===== config.mk =====
export PLATFORM = sky130hd
export DESIGN_NAME = mandelbrot_render_scheduler
export DESIGN_NICKNAME = d
export VERILOG_FILES = /design/src/rtl/mandelbrot_render_scheduler.sv
export SDC_FILE = /design/constraint.sdc
export NUM_CORES = 2
export LEC_CHECK = 0
export ABC_AREA = 1
export ABC_CLOCK_PERIOD_IN_PS = 17650
export CORE_AREA = 2 2 413 415
export CTS_BUF_LIST = sky130_fd_sc_hd__clkbuf_8
export CTS_CLUSTER_DIAMETER = 50
export DETAILED_ROUTE_END_ITERATION = 16
export DIE_AREA = 0 0 415 417
export PLACE_DENSITY = 0.73
export SYNTH_ARGS = -nofsm -noshare
export SYNTH_HDL_FRONTEND = slang
export SYNTH_SLANG_ARGS = --single-unit
export TNS_END_PERCENT = 50

===== constraint.sdc =====
create_clock -name CLK -period 17.65 [get_ports CLK]
set_input_delay 4.4125 -clock CLK [delete_from_list [all_inputs] [get_ports CLK]]
set_output_delay 4.4125 -clock CLK [all_outputs]
set_load 0.02 [all_outputs]

===== src/rtl/mandelbrot_render_scheduler.sv =====
// Mandelbrot render scheduler: dispatches batches of pixel coordinates to LANES
// point-generator lanes, captures their iteration counts into a ping-pong pair
// of result buffers and streams the results out in raster order.
module mandelbrot_render_scheduler #(
  parameter int unsigned LANES   = 16,
  parameter int unsigned HBI     = 32,
  parameter int unsigned COORD_W = 12,
  parameter int unsigned PIX_W   = 24
) (
  input  logic                     CLK,
  input  logic                     RST_N,
  input  logic                     start_render,
  input  logic                     abort,
  input  logic [COORD_W-1:0]       cfg_x_size,
  input  logic [COORD_W-1:0]       cfg_y_size,
  output logic [LANES-1:0]         lane_start,
  output logic [LANES*COORD_W-1:0] lane_x,
  output logic [LANES*COORD_W-1:0] lane_y,
  input  logic [LANES-1:0]         lane_done,
  input  logic [LANES*HBI-1:0]     lane_iter,
  output logic                     out_valid,
  input  logic                     out_ready,
  output logic [HBI-1:0]           out_data,
  output logic [PIX_W-1:0]         out_pixel,
  output logic                     busy,
  output logic                     frame_done
);

  localparam int unsigned CntW = $clog2(LANES + 1);
  localparam int unsigned IdxW = (LANES > 1) ? $clog2(LANES) : 1;

  typedef enum logic [1:0] {StIdle, StDispatch, StWait, StFlush} state_e;

  state_e               state_q;
  logic [COORD_W-1:0]   x_size_q, cur_x_q, cur_y_q;
  logic [PIX_W-1:0]     total_q, base_q, batch_base_q;
  logic [CntW-1:0]      batch_cnt_q;
  logic [LANES-1:0]     active_q, done_q, lane_start_q;
  logic [LANES*COORD_W-1:0] lane_x_q, lane_y_q;
  logic                 busy_q, frame_done_q;
  logic [1:0]           full_q;
  logic                 wr_sel_q, rd_sel_q;
  logic [IdxW-1:0]      rd_off_q;
  logic [PIX_W-1:0]     buf_base_q [2];
  logic [CntW-1:0]      buf_cnt_q [2];
  logic [HBI-1:0]       buf_data_q [2][LANES];

  logic [PIX_W-1:0]     cfg_total, rem;
  logic [CntW-1:0]      disp_cnt;
  logic [LANES-1:0]     act_mask, done_now;
  logic [LANES*COORD_W-1:0] walk_x_all, walk_y_all;
  logic [COORD_W-1:0]   walk_x, walk_y, x_last;
  logic                 all_done, fire, last_entry, wr_free, capture;

  assign cfg_total = PIX_W'(cfg_x_size) * PIX_W'(cfg_y_size);
  assign x_last    = x_size_q - COORD_W'(1);

  // Walk the (x,y) counter across the batch; the final value seeds the next batch.
  always_comb begin
    walk_x     = cur_x_q;
    walk_y     = cur_y_q;
    walk_x_all = '0;
    walk_y_all = '0;
    act_mask   = '0;
    for (int i = 0; i < LANES; i++) begin
      walk_x_all[i*COORD_W +: COORD_W] = walk_x;
      walk_y_all[i*COORD_W +: COORD_W] = walk_y;
      act_mask[i] = (base_q + PIX_W'(i)) < total_q;
      if (walk_x == x_last) begin
        walk_x = '0;
        walk_y = walk_y + COORD_W'(1);
      end else begin
        walk_x = walk_x + COORD_W'(1);
      end
    end
  end

  // Batch size, completion detection and buffer hand-off decisions.
  always_comb begin
    rem        = total_q - base_q;
    disp_cnt   = (rem >= PIX_W'(LANES)) ? CntW'(LANES) : CntW'(rem);
    // A lane's done is stale while its start pulse is still out.
    done_now   = done_q | (lane_done & ~lane_start_q);
    all_done   = &(done_now | ~active_q);
    out_valid  = full_q[rd_sel_q];
    fire       = out_valid & out_ready;
    last_entry = CntW'(rd_off_q) == (buf_cnt_q[rd_sel_q] - CntW'(1));
    // A buffer whose last entry leaves this cycle may be refilled this cycle.
    wr_free    = !full_q[wr_sel_q] || (fire && last_entry && (rd_sel_q == wr_sel_q));
    capture    = (state_q == StWait) && all_done && wr_free && !abort;
    out_data   = out_valid ? buf_data_q[rd_sel_q][rd_off_q] : '0;
    out_pixel  = out_valid ? buf_base_q[rd_sel_q] + PIX_W'(rd_off_q) : '0;
  end

  assign lane_start = lane_start_q;
  assign lane_x     = lane_x_q;
  assign lane_y     = lane_y_q;
  assign busy       = busy_q;
  assign frame_done = frame_done_q;

  // Dispatch FSM, drain pointers and buffer bookkeeping.
  always_ff @(posedge CLK) begin
    if (!RST_N) begin
      state_q      <= StIdle;
      x_size_q     <= '0;
      cur_x_q      <= '0;
      cur_y_q      <= '0;
      total_q      <= '0;
      base_q       <= '0;
      batch_base_q <= '0;
      batch_cnt_q  <= '0;
      active_q     <= '0;
      done_q       <= '0;
      lane_start_q <= '0;
      lane_x_q     <= '0;
      lane_y_q     <= '0;
      busy_q       <= 1'b0;
      frame_done_q <= 1'b0;
      full_q       <= '0;
      wr_sel_q     <= 1'b0;
      rd_sel_q     <= 1'b0;
      rd_off_q     <= '0;
      for (int b = 0; b < 2; b++) begin
        buf_base_q[b] <= '0;
        buf_cnt_q[b]  <= '0;
      end
    end else begin
      lane_start_q <= '0;
      frame_done_q <= 1'b0;
      if (fire) begin
        if (last_entry) begin
          full_q[rd_sel_q] <= 1'b0;
          rd_sel_q         <= ~rd_sel_q;
          rd_off_q         <= '0;
        end else begin
          rd_off_q <= rd_off_q + IdxW'(1);
        end
      end
      if (capture) begin
        full_q[wr_sel_q]     <= 1'b1;
        buf_base_q[wr_sel_q] <= batch_base_q;
        buf_cnt_q[wr_sel_q]  <= batch_cnt_q;
        wr_sel_q             <= ~wr_sel_q;
      end
      case (state_q)
        StIdle: begin
          if (start_render && !abort) begin
            if (cfg_total == '0) begin
              frame_done_q <= 1'b1;
            end else begin
              x_size_q <= cfg_x_size;
              total_q  <= cfg_total;
              base_q   <= '0;
              cur_x_q  <= '0;
              cur_y_q  <= '0;
              busy_q   <= 1'b1;
              state_q  <= StDispatch;
            end
          end
        end
        StDispatch: begin
          lane_start_q <= act_mask;
          active_q     <= act_mask;
          done_q       <= '0;
          lane_x_q     <= walk_x_all;
          lane_y_q     <= walk_y_all;
          cur_x_q      <= walk_x;
          cur_y_q      <= walk_y;
          batch_base_q <= base_q;
          batch_cnt_q  <= disp_cnt;
          base_q       <= base_q + PIX_W'(LANES);
          state_q      <= StWait;
        end
        StWait: begin
          done_q <= done_now;
          if (capture) state_q <= (base_q < total_q) ? StDispatch : StFlush;
        end
        StFlush: begin
          if (full_q == 2'b00) begin
            frame_done_q <= 1'b1;
            busy_q       <= 1'b0;
            state_q      <= StIdle;
          end
        end
        default: state_q <= StIdle;
      endcase
      if (abort && (state_q != StIdle)) begin
        state_q      <= StIdle;
        busy_q       <= 1'b0;
        frame_done_q <= 1'b0;
        lane_start_q <= '0;
        full_q       <= '0;
        wr_sel_q     <= 1'b0;
        rd_sel_q     <= 1'b0;
        rd_off_q     <= '0;
      end
    end
  end

  // Result storage: copy the active lanes' counts into the selected buffer.
  always_ff @(posedge CLK) begin
    if (capture) begin
      for (int i = 0; i < LANES; i++) begin
        if (active_q[i]) buf_data_q[wr_sel_q][i] <= lane_iter[i*HBI +: HBI];
      end
    end
  end

endmodule


# Word level (Yosys, flattened, before mapping)
# Memories as Yosys holds them, arrays and structs flattened. A register that Yosys moved wholly into a read port is not among the register bits.
# Cells that the tools add are included.
word_totals:
  in_bits: 557
  mem_bits_rw: 1082
  n_memories: 3
  register_bits: 557
classes:
  n_addsub: 53
  eq_ne: 25
  n_lt_le_gt_ge: 22
  bitwise: 15
  multipliers: 1
  muxes: 137
  reduce_logical: 29
mem_list:
  columns: ["memory", "depth", "word_bits", "read_ports", "rd_ports_with_merged_regs", "write_ports", "line", "source"]
  rows:
  - ["buf_data_q", 2, 512, 1, 1, 1, "46", "logic [HBI-1:0] buf_data_q [2][LANES];"]
  - ["buf_base_q", 2, 24, 1, 1, 2, "44", "logic [PIX_W-1:0] buf_base_q [2];"]
  - ["buf_cnt_q", 2, 5, 1, 1, 2, "45", "logic [CntW-1:0] buf_cnt_q [2];"]
op_table:
  columns: ["op", "n"]
  rows:
  - ["12-bit two-way mux", 34]
  - ["12-bit by 1-bit adder with 12-bit output, second input constant", 32]
  - ["24-bit less-than comparator", 16]
  - ["24-bit by 4-bit adder with 24-bit output, second input constant", 8]
  - ["12-bit equality test", 16]
  - ["32-bit binary-select mux with 4-bit select", 1]
  - ["24-bit by 3-bit adder with 24-bit output, second input constant", 4]
  - ["24-bit two-way mux", 4]
  - ["32-bit two-way mux", 3]
  - ["1-bit two-way mux", 74]
  - ["24-bit by 2-bit adder with 24-bit output, second input constant", 2]
  - ["12-bit one-hot mux with 2 select lines", 2]
  - ["24-bit one-hot mux with 2 select lines", 1]
  - ["16-bit NOT", 2]
  - ["16-bit bitwise OR", 2]
  - ["16-bit one-hot mux with 2 select lines", 1]
  - ["24-bit by 1-bit adder with 24-bit output, second input constant", 1]
  - ["24-bit by 4-bit adder with 24-bit output", 1]
  - ["24-bit by 5-bit adder with 24-bit output, second input constant", 1]
  - ["24-bit by 5-bit >= comparator with 1-bit output, second input constant", 1]
  - ["24-bit zero test", 1]
  - ["12-bit by 12-bit multiplier with 24-bit output", 1]
  - ["24-bit OR reduction", 1]
  - ["24-bit subtractor", 1]
  - ["other kinds (36)", 72]

# Logic depth before layout (Yosys ltp)
depth:
  word_depth: 34
  ltp_mapped: 145
  mapped_depth_nobuf: 133

# Worst setup path before layout
# No wires, ideal clock.
synth_timing:
  kind: "register to register"
  startpoint: "register x_size_q[0]"
  endpoint: "register cur_y_q[8]"
  synth_period_minus_slack_ns: 14.018
  setup_time_ns: 0.129
  path_slack_ns: 3.632
  stages_incl_launch_ff: 126
  n_path_buf: 11
  arrival_ns: 13.888
  path_cell_list: "dfxtp_1 buf_6 inv_6 ha_1 buf_6 inv_2 nand2_1 nand2_1 nor2_1 nand3_1 nor2_1 nand3_1 nor2_2 nand3_2 buf_12 nand2_4 inv_1 ha_1 (+90 left out) inv_1 nand2_1 nand2_1 nand2_1 nand2_1 nor2_1 nand3_2 buf_4 xor2_1 ha_1 inv_1 nor2_1 nand2_1 nor2_2 xor2_1 nand2_1 nand3_1 a21oi_1"
synth_between:
  elab_chain_cells: 34
synth_rtl:
  columns: ["item", "line", "source"]
  rows:
  - ["start, declared", "35", "logic [COORD_W-1:0] x_size_q, cur_x_q, cur_y_q;"]
  - ["start signal, assigned", "151", "x_size_q <= cfg_x_size;"]
  - ["12-bit by 1-bit subtractor with 12-bit output (*)", "56", "assign x_last = x_size_q - COORD_W'(1);"]
  - ["12-bit equality test (*)", "69", "if (walk_x == x_last) begin"]
  - ["12-bit two-way mux (*)", "69", null]
  - ["named net walk_x_all[13]", "51", "logic [LANES*COORD_W-1:0] walk_x_all, walk_y_all;"]
  - ["12-bit equality test / 12-bit by 1-bit adder with 12-bit output (equally long branches)", "69, 73", null]
  - ["12-bit two-way mux (*)", "69", null]
  - ["12-bit by 1-bit adder with 12-bit output / 12-bit equality test (equally long branches)", "73, 69", null]
  - ["12-bit two-way mux (*)", "69", null]
  - ["named net walk_x_all[36]", "51", null]
  - ["(+4 left out)", null, null]
  - ["named net walk_x_all[60]", "51", null]
  - ["(+4 left out)", null, null]
  - ["named net walk_x_all[84]", "51", null]
  - ["(+4 left out)", null, null]
  - ["named net walk_x_all[108]", "51", null]
  - ["(+4 left out)", null, null]
  - ["named net walk_x_all[132]", "51", null]
  - ["(+4 left out)", null, null]
  - ["12-bit by 1-bit adder with 12-bit output (tied with other cells)", "71", "walk_y = walk_y + COORD_W'(1);"]
  - ["12-bit two-way mux", "69", null]
  - ["12-bit by 1-bit adder with 12-bit output / 12-bit equality test (equally long branches)", "71, 69", null]
  - ["12-bit two-way mux (*)", "69", null]
  - ["named net walk_y_all[180]", "51", null]
  - ["12-bit by 1-bit adder with 12-bit output (*)", "71", null]
  - ["12-bit two-way mux (*)", "69", null]
  - ["12-bit one-hot mux with 2 select lines (*)", "145", "case (state_q)"]
  - ["end signal, assigned", "168", "cur_y_q <= walk_y;"]
  - ["end, declared", "35", null]
# Mark *: on every way through the listed nets, which the timed path passes. The rest lies on a longest branch.
# A chain may end at the register's enable or synchronous reset.

# Worst setup path after layout
layout_timing:
  startpoint: "register x_size_q[0]"
  endpoint: "register cur_y_q[2]"
layout_between:
  elab_chain_cells: 34
layout_rtl:
  columns: ["item", "line"]
  rows:
  - ["12-bit by 1-bit subtractor with 12-bit output (*)", "56"]
  - ["12-bit equality test (*)", "69"]
  - ["12-bit two-way mux (*)", "69"]
  - ["named net walk_x_all[12]", "51"]
  - ["12-bit by 1-bit adder with 12-bit output / 12-bit equality test (equally long branches)", "73, 69"]
  - ["12-bit two-way mux (*)", "69"]
  - ["12-bit by 1-bit adder with 12-bit output / 12-bit equality test (equally long branches)", "73, 69"]
  - ["12-bit two-way mux (*)", "69"]
  - ["(+2 left out)", null]
  - ["named net walk_x_all[49]", "51"]
  - ["(+4 left out)", null]
  - ["named net walk_x_all[73]", "51"]
  - ["(+14 left out)", null]
  - ["12-bit equality test / 12-bit by 1-bit adder with 12-bit output (equally long branches)", "69, 73"]
  - ["12-bit two-way mux (*)", "69"]
  - ["named net walk_x_all[168]", "51"]
  - ["12-bit equality test / 12-bit by 1-bit adder with 12-bit output (equally long branches)", "69, 73"]
  - ["12-bit two-way mux", "69"]
  - ["12-bit by 1-bit adder with 12-bit output / 12-bit equality test (equally long branches)", "71, 69"]
  - ["12-bit two-way mux (*)", "69"]
  - ["12-bit one-hot mux with 2 select lines (*)", "145"]
# Marks and branches as above.

==> out/metrics.csv <==
metric,value,unit
portBuffers,1015,
max_slew_margin,9.96,%
ir_drop,124,uV
ys_seq_elements,1624,
synth_compound_area_share,14.4,%
synth_flop_cell,edfxtp_1,
syn_inst,9496,
synthMuxAreaShare,0.238,%
hold_violations,0,
routed_wl,352000,microns
cts_buffer_depth,4,
cpPeakStageDelay,0.35,ns
stdcell_area,0.102,sq mm
synth_area_leader_cell,edfxtp_1,
max_freq,0.0617,GHz
clock-skew-final,0.103,ns
clk_latency,1.08,ns
synthTopCellsByCount,"1702 x nand2_1, 1074 x edfxtp_1, 1066 x o21ai_0",
synthAdderAreaFrac,5.14,%
synthArstFlopShare,0,%
crit_arrival,17.18,ns
grt_max_degree,188,
fin_crit_sh,91.8,%
worst-endpoint-required,18.63,ns
antenna_found_initial,132,
r2r-start,x_size_q[0]$_SDFFE_PN0P_,
cts_buffers,299,
die_h,417,microns
yosysMostFrequentCell,nand2_1,
synth.distinct_cells,76,
rows,151,
viasPerCell,5.95,
cts_tree,built,
grt_pass1_vias,72700,
placed_area,0.0964,sq mm
initial_utilization,49.8,%
core_area,0.169,sq mm
root_buffer,clkbuf_8,
cp_max_fo,39,
dpl.hpwl,252000,microns
met3_usage,8.83,%
grt_usage,39.2,%
die_x,415,microns
htreeDepth,5,
critPathKind,reg2reg,
ant_nets,0,
p_per_area,127,mW/mm^2
cts_hold_buffers,0,
cts_num_sinks,1624,
drcViolationCount,0,
grt_util_met2,60.4,%
top_level_ports,1016,
yosysTopAreaCellShare,38.4,%
critPathTopFamily,simple AND/OR/NAND/NOR gates,
start_kind,flop,
period_needed,16.20,ns
finalSetupViolCount,0,
status,finished clean,
cap_viol_max_count,0,
vias,77500,
synth_area_leaders,"edfxtp_1 38%, dfxtp_1 13%, nand2_1 7.6%",
grt_overflow_total,0,
gp_congestion,1.03,
grt_pass1_wl,497000,microns
synthSimpleGateAreaFrac,19.2,%
layoutNonFillerInstCount,13000,
cp.buffers_inverters,17,
drt_pass1_iterations,9,
end_kind,flop,
met1_usage,48.1,%
worstHoldPathType,reg2reg,
yosysWarnings,0,
wl_per_cell,27.1,microns
dp_cells,12400,
synth_edf_count,1074,
avgSynthCellArea,8.84,sq um
clk_pin_slew,0.06,ns
power_leakage,40.7,nW
cp_slowest_cell,dfxtp_1,
synthToLayoutAreaGrowth,22.0,%
tns,0,ns
netlist_area,0.0839,sq mm
rsz0062_at_grt,false,
grt_busiest_layer,met2,
tightest_slew,1.35,ns
layout.nets,11300,
synth_xor_area_share,2.41,%
synth_top_family_by_area,simple AND/OR/NAND/NOR gates,
setup.worst_path.start,x_size_q[0]$_SDFFE_PN0P_,
crit_top_cell,nand2_1,
drt_iter0_drc,10100,
holdCritStartpoint,batch_cnt_q[1]$_SDFFE_PN0P_,
drive_gt1_share,8.97,%
die_area,0.173,sq mm
seq_area_frac_synth,51.5,%
drv_slew,0,
-- registers in the layout, summed over array words and instances (netlist names), 16 cells and up, named ones only --
register and count:
lane_start 16, buf_base_q 40, lane_x 192, done_q 16, total_q 24, base_q 20, lane_y 192, buf_data_q 1024
active_q 16, batch_base_q 20
-- what timing repair did --
action | in CTS | in global routing
setup buffers | 0 | 4
gates resized for setup | 0 | 28
endpoints found under the setup margin | 0 | 37
-- worst register-to-register path: cells and delay by family, from the launching register on --
family	cells	cell delay, ns
AOI/OAI and AO/OA	2	0.31
xor gates and xnor gates	3	0.75
adders and majority gates	5	1.11
buffers and inverters	17	2.30
DFF	1	0.35
and+or+nand+nor	90	11.29
-- cell usage in the layout, fill, tap and decap left out, types with 21 or more instances in the layout --
master,count
buf_4,215
nand3b_1,21
dfxtp_1,546
a21oi_1,675
a31o_2,27
inv_1,892
clkdlybuf4s50_1,1014
nor4_1,39
nand2_2,102
clkinv_2,36
clkinv_1,61
xor2_1,166
inv_2,49
a32o_1,31
o221ai_1,195
nor2_2,42
nand2_1,1698
nand4_1,133
xnor2_1,51
nor2_1,967
fa_1,100
o211ai_1,25
clkbuf_8,324
nor3_1,63
diode_2,99
nor2_4,39
o21ai_0,1066
ha_1,184
edfxtp_1,1074
o22ai_1,31
nand3_1,581
-- per-layer routing --
metal	routed length [microns]	share of wire, %	vias up
met2	157000	45	4738
li1	-	-	34600
met3	34500	9.8	1111
met1	130000	37	37000
met4	30300	8.6	64
met5	373	0.11	-
-- per-stage QoR --
stage	setup WS [ns]	util, %	hold slack [ns]	power (W)
final	1.45	60.8	0.470	0.0130
after global routing	0.0104	60.7	0.494	0.0136
after CTS	0.893	60.5	0.469	0.0129
after detailed placement	0.960	57.2	0.460	0.00945
after global placement	0.916	57.2	0.458	0.00943
after floorplan	3.63	-	0.444	0.00742
-- logic make-up (layout without fill, tap and decap cells) --
family / Yosys count / after routing
compound gates: 2151 / 2151
xor+xnor: 227 / 227
fa+ha+maj: 285 / 285
buf+inv: 1436 / 2634
flops: 1624 / 1624
mux: 20 / 20
other cells: 2 / 102
simple gates: 3751 / 3753
-- power breakdown --
| part | total [W] | switching (W) | internal, W |
|---|---|---|---|
| Clock | 0.00351 | 0.00163 | 0.00188 |
| Combinational | 0.00474 | 0.00311 | 0.00163 |
| Sequential | 0.00477 | 0.000321 | 0.00445 |
-- cell type report --
class | instances | area, sq um
fillers | 14600 | 66100
clock buffers | 324 | 4460
diodes | 99 | 248
repair buffers | 1239 | 12000
clock inverters | 186 | 1150
flip-flops and latches | 1624 | 43300
multi-input cells | 6439 | 35200
inverters | 885 | 3350
well taps | 2218 | 2780
-- worst paths after layout --
kind | end | slack, ns | depth (start not counted)
worst max-delay path | cur_y_q[2]$_SDFFE_PN0P_ | 1.45 | 117
worst min-delay path | batch_cnt_q[1]$_SDFFE_PN0P_ | 0.47 | 2
worst max register to register | cur_y_q[2]$_SDFFE_PN0P_ | 1.45 | 117
worst min register to register | batch_cnt_q[1]$_SDFFE_PN0P_ | 0.47 | 2
No activity file was read; power rests on OpenSTA's default activity.
